$ cat config.mk
export PLATFORM = sky130hd
export DESIGN_NAME = modulo_arbitro_buffer_rolhas_flat
export DESIGN_NICKNAME = d
export VERILOG_FILES = /design/src/rtl/modulo_arbitro_buffer_rolhas_pkg.sv /design/src/rtl/modulo_arbitro_buffer_rolhas_if.sv /design/src/rtl/modulo_arbitro_buffer_rolhas_calc.sv /design/src/rtl/modulo_arbitro_buffer_rolhas.sv /design/src/flat_wrapper.sv
export SDC_FILE = /design/constraint.sdc
export NUM_CORES = 1
export LEC_CHECK = 0
export ABC_AREA = 0
export BUFFER_PORTS_ARGS = -buffer_cell sky130_fd_sc_hd__buf_4
export CAP_MARGIN = 20
export CORE_MARGIN = 2
export CORE_UTILIZATION = 56
export CTS_CLUSTER_DIAMETER = 100
export DETAILED_ROUTE_END_ITERATION = 6
export PLACE_DENSITY = 0.8
export SLEW_MARGIN = 0
export SYNTH_ARGS = -nofsm -noshare
export SYNTH_HDL_FRONTEND = slang
export SYNTH_SLANG_ARGS = --single-unit
$ cat constraint.sdc
create_clock -name clk -period 5.5 [get_ports clk]
set_input_delay 1.1 -clock clk [delete_from_list [all_inputs] [get_ports clk]]
set_output_delay 1.1 -clock clk [all_outputs]
set_load 0.03 [all_outputs]
$ cat src/rtl/modulo_arbitro_buffer_rolhas_pkg.sv
// Shared constants and state encoding for the stopper buffer arbiter.
// Build option: ROLHAS_PRIORIDADE_RODIZIO_EN (round-robin VEDA/OPERA, see top).
package pkg_rolhas;

  localparam int LARGURA       = 7;
  localparam int MAX_ROLHAS    = 99;
  localparam int MIN_ROLHAS    = 5;
  localparam int LOTE          = 20;
  localparam int CARGA_INICIAL = 21;

  typedef enum logic [1:0] {
    OCIOSO    = 2'd0,
    TRANSFERE = 2'd1,
    VEDA      = 2'd2,
    OPERA     = 2'd3
  } estado_t;

endpackage

$ cat src/rtl/modulo_arbitro_buffer_rolhas_if.sv
// Requester handshake bundle: level req held until a one-cycle ack pulse.
// The requester drops req during the ack cycle; a req still high back in OCIOSO is a new request.
interface modulo_arbitro_buffer_rolhas_if;

  logic req_vedacao;
  logic req_operador;
  logic ack_vedacao;
  logic ack_operador;
  logic erro_vazio;
  logic cheio;

  modport master (
    output req_vedacao, req_operador,
    input  ack_vedacao, ack_operador, erro_vazio, cheio
  );

  modport slave (
    input  req_vedacao, req_operador,
    output ack_vedacao, ack_operador, erro_vazio, cheio
  );

endinterface

$ cat src/rtl/modulo_arbitro_buffer_rolhas_calc.sv
// Combinational transfer size: min(LOTE, feeder, room left in the main register).
module modulo_calc_transferencia
  import pkg_rolhas::*;
(
  input  logic [LARGURA-1:0] principal,
  input  logic [LARGURA-1:0] secundario,
  output logic [LARGURA-1:0] q
);

  localparam logic [LARGURA-1:0] MAX_V  = LARGURA'(MAX_ROLHAS);
  localparam logic [LARGURA-1:0] LOTE_V = LARGURA'(LOTE);

  logic [LARGURA-1:0] espaco;
  logic [LARGURA-1:0] menor_lote;

  always_comb begin
    espaco     = (principal >= MAX_V) ? '0 : MAX_V - principal;
    menor_lote = (secundario < LOTE_V) ? secundario : LOTE_V;
    q          = (espaco < menor_lote) ? espaco : menor_lote;
  end

endmodule

$ cat src/rtl/modulo_arbitro_buffer_rolhas.sv
// Sole owner of the main/feeder stopper registers; grants one update per two cycles.
// Build option: ROLHAS_PRIORIDADE_RODIZIO_EN alternates VEDA/OPERA priority (TRANSFERE stays highest).
module modulo_arbitro_buffer_rolhas
  import pkg_rolhas::*;
(
  input  logic                clk,
  input  logic                Nclr,
  input  logic                enable,
  input  logic                carga_sec,
  input  logic [LARGURA-1:0]  valor_sec,
  modulo_arbitro_buffer_rolhas_if.slave bus,
  output logic [LARGURA-1:0]  rolhas_principal,
  output logic [LARGURA-1:0]  rolhas_secundario,
  output logic                ro,
  output logic                min_r,
  output logic [1:0]          estado
);

  localparam logic [LARGURA-1:0] MAX_V   = LARGURA'(MAX_ROLHAS);
  localparam logic [LARGURA-1:0] MIN_V   = LARGURA'(MIN_ROLHAS);
  localparam logic [LARGURA-1:0] CARGA_V = LARGURA'(CARGA_INICIAL);
  localparam logic [LARGURA-1:0] UM      = LARGURA'(1);

  estado_t            estado_q, estado_d;
  logic [LARGURA-1:0] principal_q, principal_d;
  logic [LARGURA-1:0] secundario_q, secundario_d;
  logic [LARGURA-1:0] q;
  logic               erro_q, erro_d;
  logic               cheio_q, cheio_d;
  logic               veda_vence;

  modulo_calc_transferencia u_calc (
    .principal  (principal_q),
    .secundario (secundario_q),
    .q          (q)
  );

  assign ro    = (principal_q == '0);
  assign min_r = (principal_q < MIN_V);

`ifdef ROLHAS_PRIORIDADE_RODIZIO_EN
  // Set when VEDA was the last grant, so OPERA wins the next tie.
  logic ultimo_veda_q;

  always_ff @(posedge clk or negedge Nclr) begin
    if (!Nclr) begin
      ultimo_veda_q <= 1'b0;
    end else if (estado_q == OCIOSO && estado_d == VEDA) begin
      ultimo_veda_q <= 1'b1;
    end else if (estado_q == OCIOSO && estado_d == OPERA) begin
      ultimo_veda_q <= 1'b0;
    end
  end

  assign veda_vence = bus.req_vedacao && (!bus.req_operador || !ultimo_veda_q);
`else
  assign veda_vence = bus.req_vedacao;
`endif

  always_ff @(posedge clk or negedge Nclr) begin
    if (!Nclr) begin
      estado_q     <= OCIOSO;
      principal_q  <= '0;
      secundario_q <= '0;
      erro_q       <= 1'b0;
      cheio_q      <= 1'b0;
    end else begin
      estado_q     <= estado_d;
      principal_q  <= principal_d;
      secundario_q <= secundario_d;
      erro_q       <= erro_d;
      cheio_q      <= cheio_d;
    end
  end

  // Grant and register update share the edge that leaves OCIOSO; every granted state lasts one cycle.
  always_comb begin
    estado_d     = estado_q;
    principal_d  = principal_q;
    secundario_d = secundario_q;
    erro_d       = 1'b0;
    cheio_d      = 1'b0;
    case (estado_q)
      OCIOSO: begin
        if (enable) begin
          if (min_r && secundario_q != '0) begin
            estado_d     = TRANSFERE;
            principal_d  = principal_q + q;
            secundario_d = secundario_q - q;
          end else if (veda_vence) begin
            estado_d = VEDA;
            if (principal_q != '0) principal_d = principal_q - UM;
            else                   erro_d      = 1'b1;
          end else if (bus.req_operador) begin
            estado_d = OPERA;
            if (principal_q < MAX_V) principal_d = principal_q + UM;
            else                     cheio_d     = 1'b1;
          end
        end else if (carga_sec) begin
          secundario_d = (valor_sec > MAX_V) ? MAX_V : valor_sec;
          principal_d  = CARGA_V;
        end
      end
      default: estado_d = OCIOSO;
    endcase
  end

  assign bus.ack_vedacao  = (estado_q == VEDA);
  assign bus.ack_operador = (estado_q == OPERA);
  assign bus.erro_vazio   = erro_q;
  assign bus.cheio        = cheio_q;

  assign rolhas_principal  = principal_q;
  assign rolhas_secundario = secundario_q;
  assign estado            = estado_q;

endmodule

$ cat src/flat_wrapper.sv
// flat-port wrapper written by rule: the top's interface ports become plain ports
module modulo_arbitro_buffer_rolhas_flat import pkg_rolhas::*;
  (clk, Nclr, enable, carga_sec, valor_sec, rolhas_principal, rolhas_secundario, ro, min_r, estado, bus_req_vedacao, bus_req_operador, bus_ack_vedacao, bus_ack_operador, bus_erro_vazio, bus_cheio);
  modulo_arbitro_buffer_rolhas_if bus_i ();
  input  logic clk;
  input  logic Nclr;
  input  logic enable;
  input  logic carga_sec;
  input  logic [LARGURA-1:0] valor_sec;
  output logic [LARGURA-1:0] rolhas_principal;
  output logic [LARGURA-1:0] rolhas_secundario;
  output logic ro;
  output logic min_r;
  output logic [1:0] estado;
  input wire logic [$bits(bus_i.req_vedacao)-1:0] bus_req_vedacao;
  input wire logic [$bits(bus_i.req_operador)-1:0] bus_req_operador;
  output wire logic [$bits(bus_i.ack_vedacao)-1:0] bus_ack_vedacao;
  output wire logic [$bits(bus_i.ack_operador)-1:0] bus_ack_operador;
  output wire logic [$bits(bus_i.erro_vazio)-1:0] bus_erro_vazio;
  output wire logic [$bits(bus_i.cheio)-1:0] bus_cheio;
  assign bus_i.req_vedacao = bus_req_vedacao;
  assign bus_i.req_operador = bus_req_operador;
  assign bus_ack_vedacao = bus_i.ack_vedacao;
  assign bus_ack_operador = bus_i.ack_operador;
  assign bus_erro_vazio = bus_i.erro_vazio;
  assign bus_cheio = bus_i.cheio;
  modulo_arbitro_buffer_rolhas u_core (.clk(clk), .Nclr(Nclr), .enable(enable), .carga_sec(carga_sec), .valor_sec(valor_sec), .bus(bus_i), .rolhas_principal(rolhas_principal), .rolhas_secundario(rolhas_secundario), .ro(ro), .min_r(min_r), .estado(estado));
endmodule
* After elaboration in Yosys (flattened, before gate mapping)
Index checks and enable logic that the tools add are counted.
** Operators by class
- Reductions and logical operators :: 9
- $lt $le $gt $ge :: 6
- Add/sub/neg operators :: 5
- Mux-type cells :: 30
- Equality and inequality tests :: 8
** Operators by type and width (number)
- 7-bit 2-to-1 mux :: 14
- 7-bit nonzero test :: 2
- 1-bit 2-to-1 mux :: 11
- 2-bit 2-to-1 mux :: 5
- 4-bit by 1-bit inequality test with 1-bit output, second input constant :: 2
- 7-bit by 1-bit adder with 7-bit output, second input constant :: 1
- 7-bit adder :: 1
- 7-bit greater-or-equal comparator, second input constant :: 1
- 7-bit > comparator, second input constant :: 1
- 7-bit logical NOT :: 1
- 7-bit by 3-bit < comparator with 1-bit output, second input constant :: 1
- 7-bit by 5-bit < comparator with 1-bit output, second input constant :: 1
- 7-bit < comparator :: 1
- 7-bit < comparator, second input constant :: 1
- 7-bit by 1-bit subtractor with 7-bit output, second input constant :: 1
- 7-bit subtractor :: 1
- 7-bit subtractor, first input constant :: 1
- 5-bit AND reduction :: 1
- 2-bit equality test, second input constant :: 2
- 4-bit by 2-bit inequality test with 1-bit output, second input constant :: 1
- 4-bit by 3-bit inequality test with 1-bit output, second input constant :: 1
- 3-bit AND reduction :: 1
- 2-bit logical NOT :: 1
- 2-bit by 1-bit inequality test with 1-bit output, second input constant :: 1
- other kinds (4) :: 4
** Storage, ports and cells
- Output and inout bits :: 22
- Logic and storage cells :: 63
- Flip-flop bits (word level) :: 18
- Input port bits :: 13

* Logic depth before layout (Yosys ltp)
Gate-level depths: netlist of the first run.
- Word-level depth :: 7
- Gate-level depth with buffers :: 20

* Cells and area by module
Synthesis of the first run repeated with hierarchy kept, for this count alone.
** Second synthesis, totals
- Cell total of the unflattened synthesis :: 236
- Area total of the unflattened synthesis :: 1959.4 um^2
** By module, submodules not included
- modulo_arbitro_buffer_rolhas :: area each 1561.5 um^2, times used 1, cells each 177
- modulo_calc_transferencia :: area each 397.9 um^2, times used 1, cells each 59

* Least setup slack after synthesis of the first run
No wires, ideal clock.
- Path kind :: register -> register
- From :: reg u_core.principal_q[3] (netlist: u_core.rolhas_principal[3])
- To :: reg u_core.principal_q[6] (netlist: u_core.rolhas_principal[6])
- Required time :: 5379 ps
- Stages on the path, launching flop included :: 21
- Data arrival time :: 4086 ps
- Setup slack :: 1293 ps
- Path buffers :: 1
- Clock period less this slack :: 4207 ps
- Path through :: dfrtp_1 -> inv_1 -> ha_1 -> nand3_1 -> a21oi_1 -> nor2_1 -> ha_1 -> nand3_1 -> nand2_1 -> a221oi_2 -> buf_4 -> o21bai_1 -> or2_1 -> ha_1 -> fa_1 -> a21oi_1 -> o211ai_1 -> a21oi_1 -> xnor2_1 -> xnor2_1 -> a22o_1
** On the way
- Word-level cells in the longest chain between the ends :: 7
- Elaborated cells between the ends (all ways) :: 22
** RTL lines
- start: declaration :: RTL line modulo_arbitro_buffer_rolhas.sv:25 : logic [LARGURA-1:0] principal_q, principal_d;
- start signal: assignment :: RTL line modulo_arbitro_buffer_rolhas.sv:69 : principal_q <= principal_d;
- 7-bit subtractor or 7-bit greater-or-equal comparator (tied branches) :: RTL line modulo_arbitro_buffer_rolhas_calc.sv:17 : espaco = (principal >= MAX_V) ? '0 : MAX_V - principal;
- 7-bit 2-to-1 mux :: RTL line modulo_arbitro_buffer_rolhas_calc.sv:17
- 7-bit < comparator :: RTL line modulo_arbitro_buffer_rolhas_calc.sv:19 : q = (espaco < menor_lote) ? espaco : menor_lote;
- 7-bit 2-to-1 mux :: RTL line modulo_arbitro_buffer_rolhas_calc.sv:19
- 7-bit adder :: RTL line modulo_arbitro_buffer_rolhas.sv:88 : principal_d = principal_q + q;
- 7-bit 2-to-1 mux :: RTL line modulo_arbitro_buffer_rolhas.sv:86 : if (min_r && secundario_q != '0) begin
- 7-bit 2-to-1 mux :: RTL line modulo_arbitro_buffer_rolhas.sv:85 : if (enable) begin
Several ways; a longest one is shown, not always the timed one. The select of a mux whose other input is x is not followed.
A chain may end at the register's enable or synchronous reset.

* Worst setup path after layout of the first run
- From :: reg u_core.principal_q[3] (netlist: u_core.rolhas_principal[3])
- To :: reg u_core.secundario_q[6] (netlist: u_core.rolhas_secundario[6])
** On the way
- Word-level cells in the longest chain between the ends :: 7
- Elaborated cells between the ends (all ways) :: 12
** RTL lines
- 7-bit subtractor or 7-bit greater-or-equal comparator (tied branches) :: RTL line modulo_arbitro_buffer_rolhas_calc.sv:17
- 7-bit 2-to-1 mux :: RTL line modulo_arbitro_buffer_rolhas_calc.sv:17
- 7-bit < comparator :: RTL line modulo_arbitro_buffer_rolhas_calc.sv:19
- 7-bit 2-to-1 mux :: RTL line modulo_arbitro_buffer_rolhas_calc.sv:19
- 7-bit subtractor :: RTL line modulo_arbitro_buffer_rolhas.sv:89 : secundario_d = secundario_q - q;
- 7-bit 2-to-1 mux :: RTL line modulo_arbitro_buffer_rolhas.sv:86
- 7-bit 2-to-1 mux :: RTL line modulo_arbitro_buffer_rolhas.sv:85
- end signal: assignment :: RTL line modulo_arbitro_buffer_rolhas.sv:70 : secundario_q <= secundario_d;
- end: declaration :: RTL line modulo_arbitro_buffer_rolhas.sv:26 : logic [LARGURA-1:0] secundario_q, secundario_d;
Several ways; a longest one is shown, not always the timed one. The select of a mux whose other input is x is not followed.

==> results of run 1 <==
==> per-layer routing <==
metal / GRT usage [%] / share of wire (%)
met1: 39.9 / 47
met4: 10.0 / 2.4
met5: 0 / 0
met3: 2.73 / 6.5
met2: 40.5 / 44
==> logic make-up after synthesis <==
family | count (synthesis) | synth area share [%]
AOI/OAI and AO/OA | 71 | 27.6
xor gates and xnor gates | 9 | 4.25
adders and majority gates | 21 | 15.0
buffers and inverters | 18 | 5.20
DFF | 18 | 24.3
muxes | 4 | 2.57
other | 1 | 0.202
and+or+nand+nor | 77 | 20.9
==> cell type report <==
cell class | instances | area (µm²)
multi-input combinational | 184 | 1310
tap | 44 | 55.1
timing repair buffer | 34 | 255
fill | 309 | 951
sequential | 18 | 450
clock buffer | 4 | 36.3
inverter | 12 | 45.0
==> metrics by stage <==
| stage | util, % | worst slack [ps] | power (mW) |
|---|---|---|---|
| after floorplan | - | 1290 | 1.07 |
| after global placement | 68.2 | 872 | 1.28 |
| after detailed placement | 68.2 | 677 | 1.31 |
| after CTS | 69.4 | 616 | 1.41 |
| after global routing | 69.4 | 223 | 1.55 |
| final | 69.4 | 539 | 1.42 |
==> state kept, by name, summed over array words and instances (netlist names) <==
| register | cells |
|---|---|
| u_core.bus.cheio | 1 |
| u_core.bus.erro_vazio | 1 |
| u_core.estado | 2 |
| u_core.rolhas_principal | 7 |
| u_core.rolhas_secundario | 7 |
==> worst register-to-register path, cell delays in order (launching register included) <==
cell and delay, ps:
dfrtp_1 500, inv_1 120, ha_1 230, nand3_1 90, a21oi_1 410, nor2_1 130, ha_1 330, nand4_1 130
nor2_1 70, a221oi_2 690, nor3b_1 270, o21bai_1 150, ha_1 200, inv_1 60, fa_1 420, a211oi_1 330
o21bai_1 130, a21oi_1 260, and4b_1 230, a21oi_1 50, o211ai_1 80
==> worst paths after layout <==
path / start / endpoint / cells after the start
min reg2reg: u_core.rolhas_secundario[0] / u_core.rolhas_secundario[0] / 2
max reg2reg: u_core.rolhas_principal[3] / u_core.rolhas_secundario[6] / 20
max in group asynchronous: Nclr / u_core.estado[1] / 1
max: u_core.rolhas_principal[3] / u_core.rolhas_secundario[6] / 20
min in group asynchronous: Nclr / u_core.rolhas_principal[3] / 1
min: u_core.rolhas_secundario[0] / u_core.rolhas_secundario[0] / 2
==> placed cells by master, fill, tap and decap left out, types with 2 or more instances in the layout <==
cell       n
dfrtp_1   18
a22oi_1    2
or3_1      3
mux2_2     2
nand2_1   25
xor2_1     4
clkbuf_4   3
o21bai_1   4
o211ai_1   3
fa_1       2
o21ai_1    4
o21ai_2    5
inv_1     12
nor2_1    20
conb_1     2
ha_1      19
o22ai_1    2
a211oi_1   2
nor3_1     4
buf_4     34
and2_1     2
a22o_1     3
nor2b_1    5
a21oi_1   19
a21o_1     3
xnor2_1    5
nand2b_1   3
nand3_1    6
o21ai_0   10
==> where the power goes <==
part	switching (mW)	total (mW)	internal, mW	leakage, nW
Clock	0.0486	0.0891	0.0405	0.0210
Sequential	0.107	0.285	0.178	0.223
Combinational	0.606	1.05	0.441	0.761
==> reports/qor.csv, run 1 <==
stage,metric,value,unit
routing,viasPerCell,6.00,
place,dp_hpwl,3.69,mm
cells_and_area,fin_nets,287,
global_route,first_global_vias,1593,
pwr,p_leak,1.01,nW
floorplanning,pin_count,35,
yosys,synth-main-ff-cell,dfrtp_1,
flow_run,maxCapViolCount,0,
yosys,syn_area,1850,µm²
yosys,seq_area_frac_synth,24.3,%
global_route,overflow,0,
worst_setup_path,cp-start-kind,register,
place,dp.cells,292,
run_status,status,completed,
worst_setup_path,slowest_delay,690,ps
clock_network,hold_buffers,0,
place,port_buffers,34,
timing,worst_slew_pin_slew,845,ps
worst_setup_path,crit_chain,inv_1 > ha_1 > nand3_1 > a21oi_1 > nor2_1 > ha_1 > nand4_1 > nor2_1 > a221oi_2 > nor3b_1 > o21bai_1 > ha_1 > inv_1 > fa_1 > a211oi_1 > o21bai_1 > a21oi_1 > and4b_1 > a21oi_1 > o211ai_1,
routing,finalWirelength,4.70,mm
floorplanning,die_area,3790,µm²
clock_network,cts_buffer_depth,2,
timing,timing.final.crit_period,4960,ps
clock_network,clock_sinks,18,
clock_network,tritoncts,built,
worst_setup_path,cp-end-kind,register,
place,gp_congestion,0.903,
clock_network,cts_max_level,1,
clock_network,post_cts_buffers,0,
routing,dr.pass1.iters,4,
pwr,peakVddDrop,0.000457,V
yosys,synthTopCellsByArea,"dfrtp_1, ha_1, a21oi_1",
timing,fmax,0.202,GHz
yosys,yosys.area.top_type_share,24.3,%
floorplanning,core_area,3100,µm²
global_route,grt_max_degree,19,
yosys,syn_area_per_cell,8.46,µm²
clock_network,clk_latency,310,ps
timing,hold_ws,624,ps
yosys,yosys.cell_types.count,56,
yosys,synth-seq-cells,18,
cells_and_area,postLayoutCellArea,2150,µm²
yosys,yosysMostFrequentCell,nand2_1,
min_path,min_path_type,reg -> reg,
worst_setup_path,cp.required,5750,ps
yosys,synthTopCellsByCount,"nand2_1, nor2_1, a21oi_1, ha_1, dfrtp_1",
yosys,yosys.area.top_type,dfrtp_1,
yosys,synth_edf_count,0,
routing,drt-initial-drc-count,126,
clock_network,cts_buffers,3,
cells_and_area,finalNonFillerCells,296,
yosys,async_flop_share,100,%
floorplanning,start_util,59.7,%
timing,fin_skew,7.14,ps
cells_and_area,area_growth,16.1,%
global_route,gr-usage-all-layers,27.0,%
clock_network,root_buffer,clkbuf_4,
yosys,syn_inst,219,
timing,maxSlewHeadroom,43.6,%
worst_setup_path,arrival,5210,ps
timing,slew_violations,0,
worst_setup_path,critPathTopFamily,compound AO/OA/AOI/OAI gates,
yosys,ys_warn_count,0,
timing,period_share,90.2,%
worst_setup_path,critPathSlowestCell,a221oi_2,
cells_and_area,antenna_cells,0,
timing,grt_setup_unrepaired,false,
clock_network,clk_pin_slew_worst_paths,120,ps
global_route,grt_pass1_wl,7.50,mm
worst_setup_path,crit_type,reg -> reg,
clock_network,ctsResizeCount,0,
timing,tns,0,ps
timing,setup_violations,0,
worst_setup_path,r2r_setup_slack,540,ps
routing,drc,0,
worst_setup_path,crit_fanout,12,
routing,ant_nets,0,
floorplanning,die_w,61.5,µm
routing,via_count,1776,
pwr,p_per_area,660,nW/µm²
place,placed_cell_area,2120,µm²
timing,hold_viol_final,0,
global_route,antenna_found_initial,0,
floorplanning,die_h,61.5,µm
routing,wl_per_cell,15.9,µm
floorplanning,rows,20,
cells_and_area,drive_gt1_share,21.4,%
worst_setup_path,cp.buffers_inverters,2,
Power figures use the tool's default switching activity.
==> run 2: changes to the inputs <==
CORE_UTILIZATION = 40   (was 56)
PLACE_DENSITY = 0.65   (was 0.8)
==> run 2 against run 1 <==
Effect of this change: setup slack gained 400 ps; via count shrank 4.4%; total power increased by 2.0%; clock power is 32% higher; clock skew is 6.0 ps lower; fmax is 8.7% higher; sequential power shrank 4%; final area is 2.0% higher; non-clock buffer count grew 2; core utilization down 20 points; critical path depth rose by 1; critical endpoint unchanged; largest cell class unchanged.
==> reports/qor.csv, run 2 (synthesized netlist as in run 1, its figures left out) <==
stage,metric,value,unit,change
floorplanning,pin_count,35,,unchanged
min_path,min_path_type,reg -> reg,,
cells_and_area,postLayoutCellArea,2200,µm²,+2.0%
run_status,status,completed,,
place,placed_cell_area,2140,µm²,+1.2%
cells_and_area,final_common_cell,buf_4,,
flow_run,maxCapViolCount,0,,unchanged
global_route,overflow,0,,unchanged
pwr,p_per_area,660,nW/µm²,about the same
timing,grt_setup_unrepaired,false,,
worst_setup_path,cp.buffers_inverters,3,,+1
clock_network,hold_buffers,0,,unchanged
timing,hold_viol_final,0,,unchanged
clock_network,cts_buffers,3,,unchanged
floorplanning,start_util,42.0,%,-18 points
timing,maxSlewHeadroom,53.4,%,+9.8 points
worst_setup_path,arrival,4700,ps,-510 ps
clock_network,clock_sinks,18,,unchanged
routing,dr.pass1.iters,4,,unchanged
routing,ant_nets,0,,unchanged
global_route,first_global_vias,1634,,+2.6%
pwr,p_leak,1.02,nW,+1.7%
timing,fmax,0.219,GHz,+8.7%
global_route,grt_pass1_wl,7.83,mm,+4.4%
place,dp.cells,302,,+3.4%
routing,finalWirelength,4.59,mm,-2.4%
clock_network,ctsResizeCount,0,,unchanged
worst_setup_path,cp.required,5640,ps,-110 ps
routing,drt-initial-drc-count,93,,-26%
worst_setup_path,crit_type,reg -> reg,,
worst_setup_path,r2r_setup_slack,940,ps,+400 ps
worst_setup_path,cp-end-kind,register,,
cells_and_area,fin_nets,289,,+0.70%
timing,period_share,83.0,%,-7.2 points
routing,wl_per_cell,15.0,µm,-5.6%
worst_setup_path,crit_chain,inv_1 > ha_1 > nand3_1 > a21oi_1 > nor2_1 > ha_1 > nand3_1 > nand2_1 > a221oi_2 > buf_4 > nor3b_1 > o21bai_1 > ha_1 > inv_1 > fa_1 > a211oi_1 > o21bai_1 > a21oi_1 > nor2_1 > a21oi_1 > o211ai_1,,
clock_network,cts_buffer_depth,2,,unchanged
cells_and_area,area_growth,18.5,%,
cells_and_area,fin_util,49.7,%,-20 points
timing,fin_skew,1.17,ps,-5.97 ps
cells_and_area,finalNonFillerCells,306,,+3.4%
place,dp_hpwl,3.66,mm,-0.62%
timing,tns,0,ps,unchanged
floorplanning,die_w,72.1,µm,+17%
worst_setup_path,slowest_delay,480,ps,-210 ps
worst_setup_path,critPathSlowestCell,dfrtp_1,,
cells_and_area,drive_gt1_share,22.0,%,+0.62 points
cells_and_area,antenna_cells,0,,unchanged
clock_network,tritoncts,built,,
cells_and_area,final.fill_count,436,,+41%
timing,setup_violations,0,,unchanged
pwr,peakVddDrop,0.000339,V,-26%
clock_network,clk_latency,260,ps,-50 ps
timing,slew_violations,0,,unchanged
place,port_buffers,34,,unchanged
routing,drc,0,,unchanged
floorplanning,die_area,5190,µm²,+37%
routing,viasPerCell,5.55,,-7.6%
timing,timing.final.crit_period,4560,ps,-397 ps
timing,hold_ws,604,ps,-20.2 ps
floorplanning,die_h,72.1,µm,+17%
clock_network,clk_pin_slew_worst_paths,80,ps,-40 ps
worst_setup_path,critPathTopFamily,compound AO/OA/AOI/OAI gates,,
clock_network,cts_max_level,1,,unchanged
clock_network,post_cts_buffers,0,,unchanged
floorplanning,core_area,4410,µm²,+42%
place,gp_congestion,0.916,,+1.4%
timing,worst_slew_pin_slew,681,ps,-164 ps
global_route,grt_max_degree,19,,unchanged
worst_setup_path,crit_fanout,12,,unchanged
floorplanning,rows,24,,+20%
worst_setup_path,cp-start-kind,register,,
cells_and_area,final_cell_mix,"buf_4, nand2_1, nor2_1",,
clock_network,root_buffer,clkbuf_8,,
global_route,antenna_found_initial,0,,unchanged
global_route,gr-usage-all-layers,18.9,%,-8.0 points
routing,via_count,1697,,-4.4%
run 2: through the flow:
stage / total power [mW] / worst slack, ps
floorplan: 1.07 / 1290
global placement: 1.32 / 1060
detailed placement: 1.32 / 1030
CTS: 1.45 / 968
global route: 1.60 / 541
finish: 1.45 / 936
run 2: layer usage:
metal | track usage [%] | wire, µm | up-vias
li1 | - | - | 869
met1 | 26.2 | 2220 | 798
met2 | 31.9 | 2170 | 28
met3 | 2.64 | 173 | 2
met4 | 3.35 | 24 | 0
met5 | 0 | 0 | -
run 2: tightest hold or removal path, delay by kind of cell, from the launching register on:
kind | cells | cell delay, ps
flops | 1 | 440
compound gates | 1 | 50
simple gates | 1 | 90
run 2: power by group:
part | internal [mW] | total [mW] | switching, mW | leakage [nW]
clock network | 0.0637 | 0.118 | 0.0544 | 0.0288
logic | 0.450 | 1.06 | 0.607 | 0.770
registers | 0.178 | 0.273 | 0.0945 | 0.223
run 2: area by class of cell:
type | instances | area [µm²] | share of cell area (%)
inverter | 12 | 45.0 | 2.05
timing repair buffer | 36 | 270 | 12.3
clock buffer | 4 | 55.1 | 2.51
sequential | 18 | 450 | 20.5
multi-input combinational | 184 | 1310 | 59.7
tap | 52 | 65.1 | 2.96
run 2: final timing paths:
check / cells after the start / end / start
min reg2reg: 2 / u_core.rolhas_secundario[0] / u_core.rolhas_secundario[0]
min: 2 / u_core.rolhas_secundario[0] / u_core.rolhas_secundario[0]
max reg2reg: 21 / u_core.rolhas_secundario[6] / u_core.rolhas_principal[2]
min in group asynchronous: 1 / u_core.rolhas_secundario[0] / Nclr
max in group asynchronous: 1 / u_core.rolhas_secundario[6] / Nclr
max: 21 / u_core.rolhas_secundario[6] / u_core.rolhas_principal[2]
==> run 3: changes to the inputs <==
PLACE_DENSITY = 0.67   (was 0.65)
clock period = 3.65 ns   (was 5.5 ns; I/O delays follow)
==> run 3 against run 2 <==
Effect of this change: the run now ends with setup timing left; sequential cell count is the same; die area unchanged; clock-buffer cell count is the same; largest power group unchanged; hold slack got worse by 270 ps.
==> reports/qor.csv, run 3 (synthesized netlist as in run 1, its figures left out) <==
stage,metric,value,unit,change
run_status,status,"finished, violations left",,
run_status,violations,setup timing,,
cells_and_area,drive_gt1_share,48.4,%,+26 points
min_path,min_path_type,in -> async,,
floorplanning,die_w,72.1,µm,unchanged
timing,period_share,110,%,+27 points
timing,fin_skew,6.45,ps,+5.28 ps
routing,finalWirelength,5.75,mm,+25%
place,gp_congestion,0.869,,-5.1%
pwr,p_leak,1.34,nW,+31%
clock_network,root_buffer,clkbuf_8,,
clock_network,cts_buffers,3,,unchanged
timing,timing.final.ws_setup,-367,ps,-1300 ps
routing,via_count,2007,,+18%
clock_network,cts_buffer_depth,2,,unchanged
routing,drc,0,,unchanged
clock_network,cts_max_level,1,,unchanged
clock_network,hold_buffers,0,,unchanged
worst_setup_path,cp-end-kind,register,,
place,port_buffers,34,,unchanged
flow_run,maxCapViolCount,0,,unchanged
global_route,grt_max_degree,19,,unchanged
place,pre_cts_slack,-304,ps,-1330 ps
worst_setup_path,crit_type,reg -> reg,,
routing,dr.pass1.iters,4,,unchanged
cells_and_area,final_common_cell,buf_4,,
pwr,p_per_area,1100,nW/µm²,+67%
worst_setup_path,arrival,4160,ps,-540 ps
place,dp_hpwl,4.32,mm,+18%
worst_setup_path,cp-start-kind,register,,
floorplanning,pin_count,35,,unchanged
cells_and_area,postLayoutCellArea,2840,µm²,+29%
global_route,antenna_found_initial,0,,unchanged
routing,drt-initial-drc-count,78,,-16%
timing,grt_setup_unrepaired,true,,
clock_network,clock_sinks,18,,unchanged
cells_and_area,fin_nets,349,,+21%
floorplanning,die_area,5190,µm²,unchanged
global_route,use_met2,40.2,%,+8.3 points
timing,hold_viol_final,0,,unchanged
timing,fmax,0.249,GHz,+14%
global_route,use_met3,2.64,%,unchanged
global_route,grt_pass1_wl,9.23,mm,+18%
cells_and_area,area_growth,53.4,%,
routing,ant_nets,0,,unchanged
cells_and_area,finalNonFillerCells,366,,+20%
floorplanning,die_h,72.1,µm,unchanged
worst_setup_path,crit_fanout,5,,-7
global_route,gr-usage-all-layers,22.3,%,+3.3 points
timing,slew_violations,0,,unchanged
floorplanning,start_util,42.0,%,unchanged
clock_network,tritoncts,built,,
place,placed_cell_area,2550,µm²,+19%
global_route,grt_use_met1,28.7,%,+2.5 points
cells_and_area,final_cell_mix,"buf_4, nand2_1, nor2_1",,
global_route,first_global_vias,1902,,+16%
global_route,grt.busiest_layer,met2,,
floorplanning,core_area,4410,µm²,unchanged
timing,setup_violations,6,,+6
pwr,peakVddDrop,0.000718,V,+110%
worst_setup_path,cp.required,3800,ps,-1840 ps
place,dp.cells,347,,+15%
cells_and_area,antenna_cells,0,,unchanged
clock_network,clk_latency,260,ps,about the same
clock_network,clk_pin_slew_worst_paths,80,ps,about the same
timing,timing.final.crit_period,4020,ps,-547 ps
global_route,overflow,0,,unchanged
floorplanning,rows,24,,unchanged
routing,wl_per_cell,15.7,µm,+4.8%
routing,viasPerCell,5.48,,-1.1%
-- run 3: cell types whose count changed in the layout (fill, tap and decap cells not counted), sizes merged --
cell / change
buf: +60
-- run 3: area by class of cell --
class / count / area [µm²]
fill: 378 / 1570
multi-input combinational: 184 / 1500
timing repair buffer: 96 / 721
sequential: 18 / 454
tap: 52 / 65.1
clock buffer: 4 / 55.1
inverter: 12 / 45.0
-- run 3: power by group --
group          switching [mW]  internal, mW
registers              0.0906         0.272
clock network          0.0765        0.0959
logic                    1.28          1.32
total                    1.45          1.69
-- run 3: final timing paths --
| kind | startpoint | end | slack, ps | cells past startpoint |
|---|---|---|---|---|
| min | Nclr | u_core.rolhas_principal[1] | 330 | 1 |
| min reg2reg | u_core.rolhas_secundario[0] | u_core.rolhas_secundario[0] | 620 | 2 |
| max reg2reg | u_core.rolhas_principal[2] | u_core.rolhas_principal[6] | -370 | 20 |
| max in group asynchronous | Nclr | u_core.rolhas_principal[3] | 3090 | 1 |
| max | u_core.rolhas_principal[2] | u_core.rolhas_principal[6] | -370 | 20 |
| min in group clk | u_core.rolhas_secundario[0] | u_core.rolhas_secundario[0] | 620 | 2 |
-- run 3: metrics by stage --
| step | hold WS [ps] | setup TNS [ps] | power, mW | utilization (%) |
|---|---|---|---|---|
| CTS | 343 | -633 | 2.87 | 61.0 |
| global route | 350 | -3100 | 3.38 | 64.4 |
| detailed placement | 599 | -1090 | 2.52 | 57.7 |
| floorplan | 434 | -332 | 1.69 | - |
| global placement | 593 | -481 | 2.49 | 57.7 |
| finish | 334 | -1160 | 3.13 | 64.4 |
-- run 3: worst max-delay path, stage by stage (launching register included) --
cell and delay [ps]:
dfrtp_2 440, inv_2 90, ha_4 170, nand3_2 100, a21oi_4 190, nor2b_2 70, ha_1 300, nand4_1 160
o21bai_2 220, a221oi_4 60, nor3b_2 180, o21bai_4 180, or2_4 240, ha_4 170, fa_2 400, a21oi_2 180
o211ai_1 140, a21oi_1 190, xnor2_1 160, xnor2_1 80, a22o_1 200
-- run 3: timing repair --
action	in CTS	in global routing
pin swaps	7	28
gates cloned	0	0
buffers inserted	7	9
endpoints found under the setup margin	7	11
resized for setup	10	17
-- run 3: metal layers --
metal	part of all wire (%)	wire length, µm
met1	42	2420
met5	0	0
met2	52	2990
met3	4.8	276
met4	1.1	63
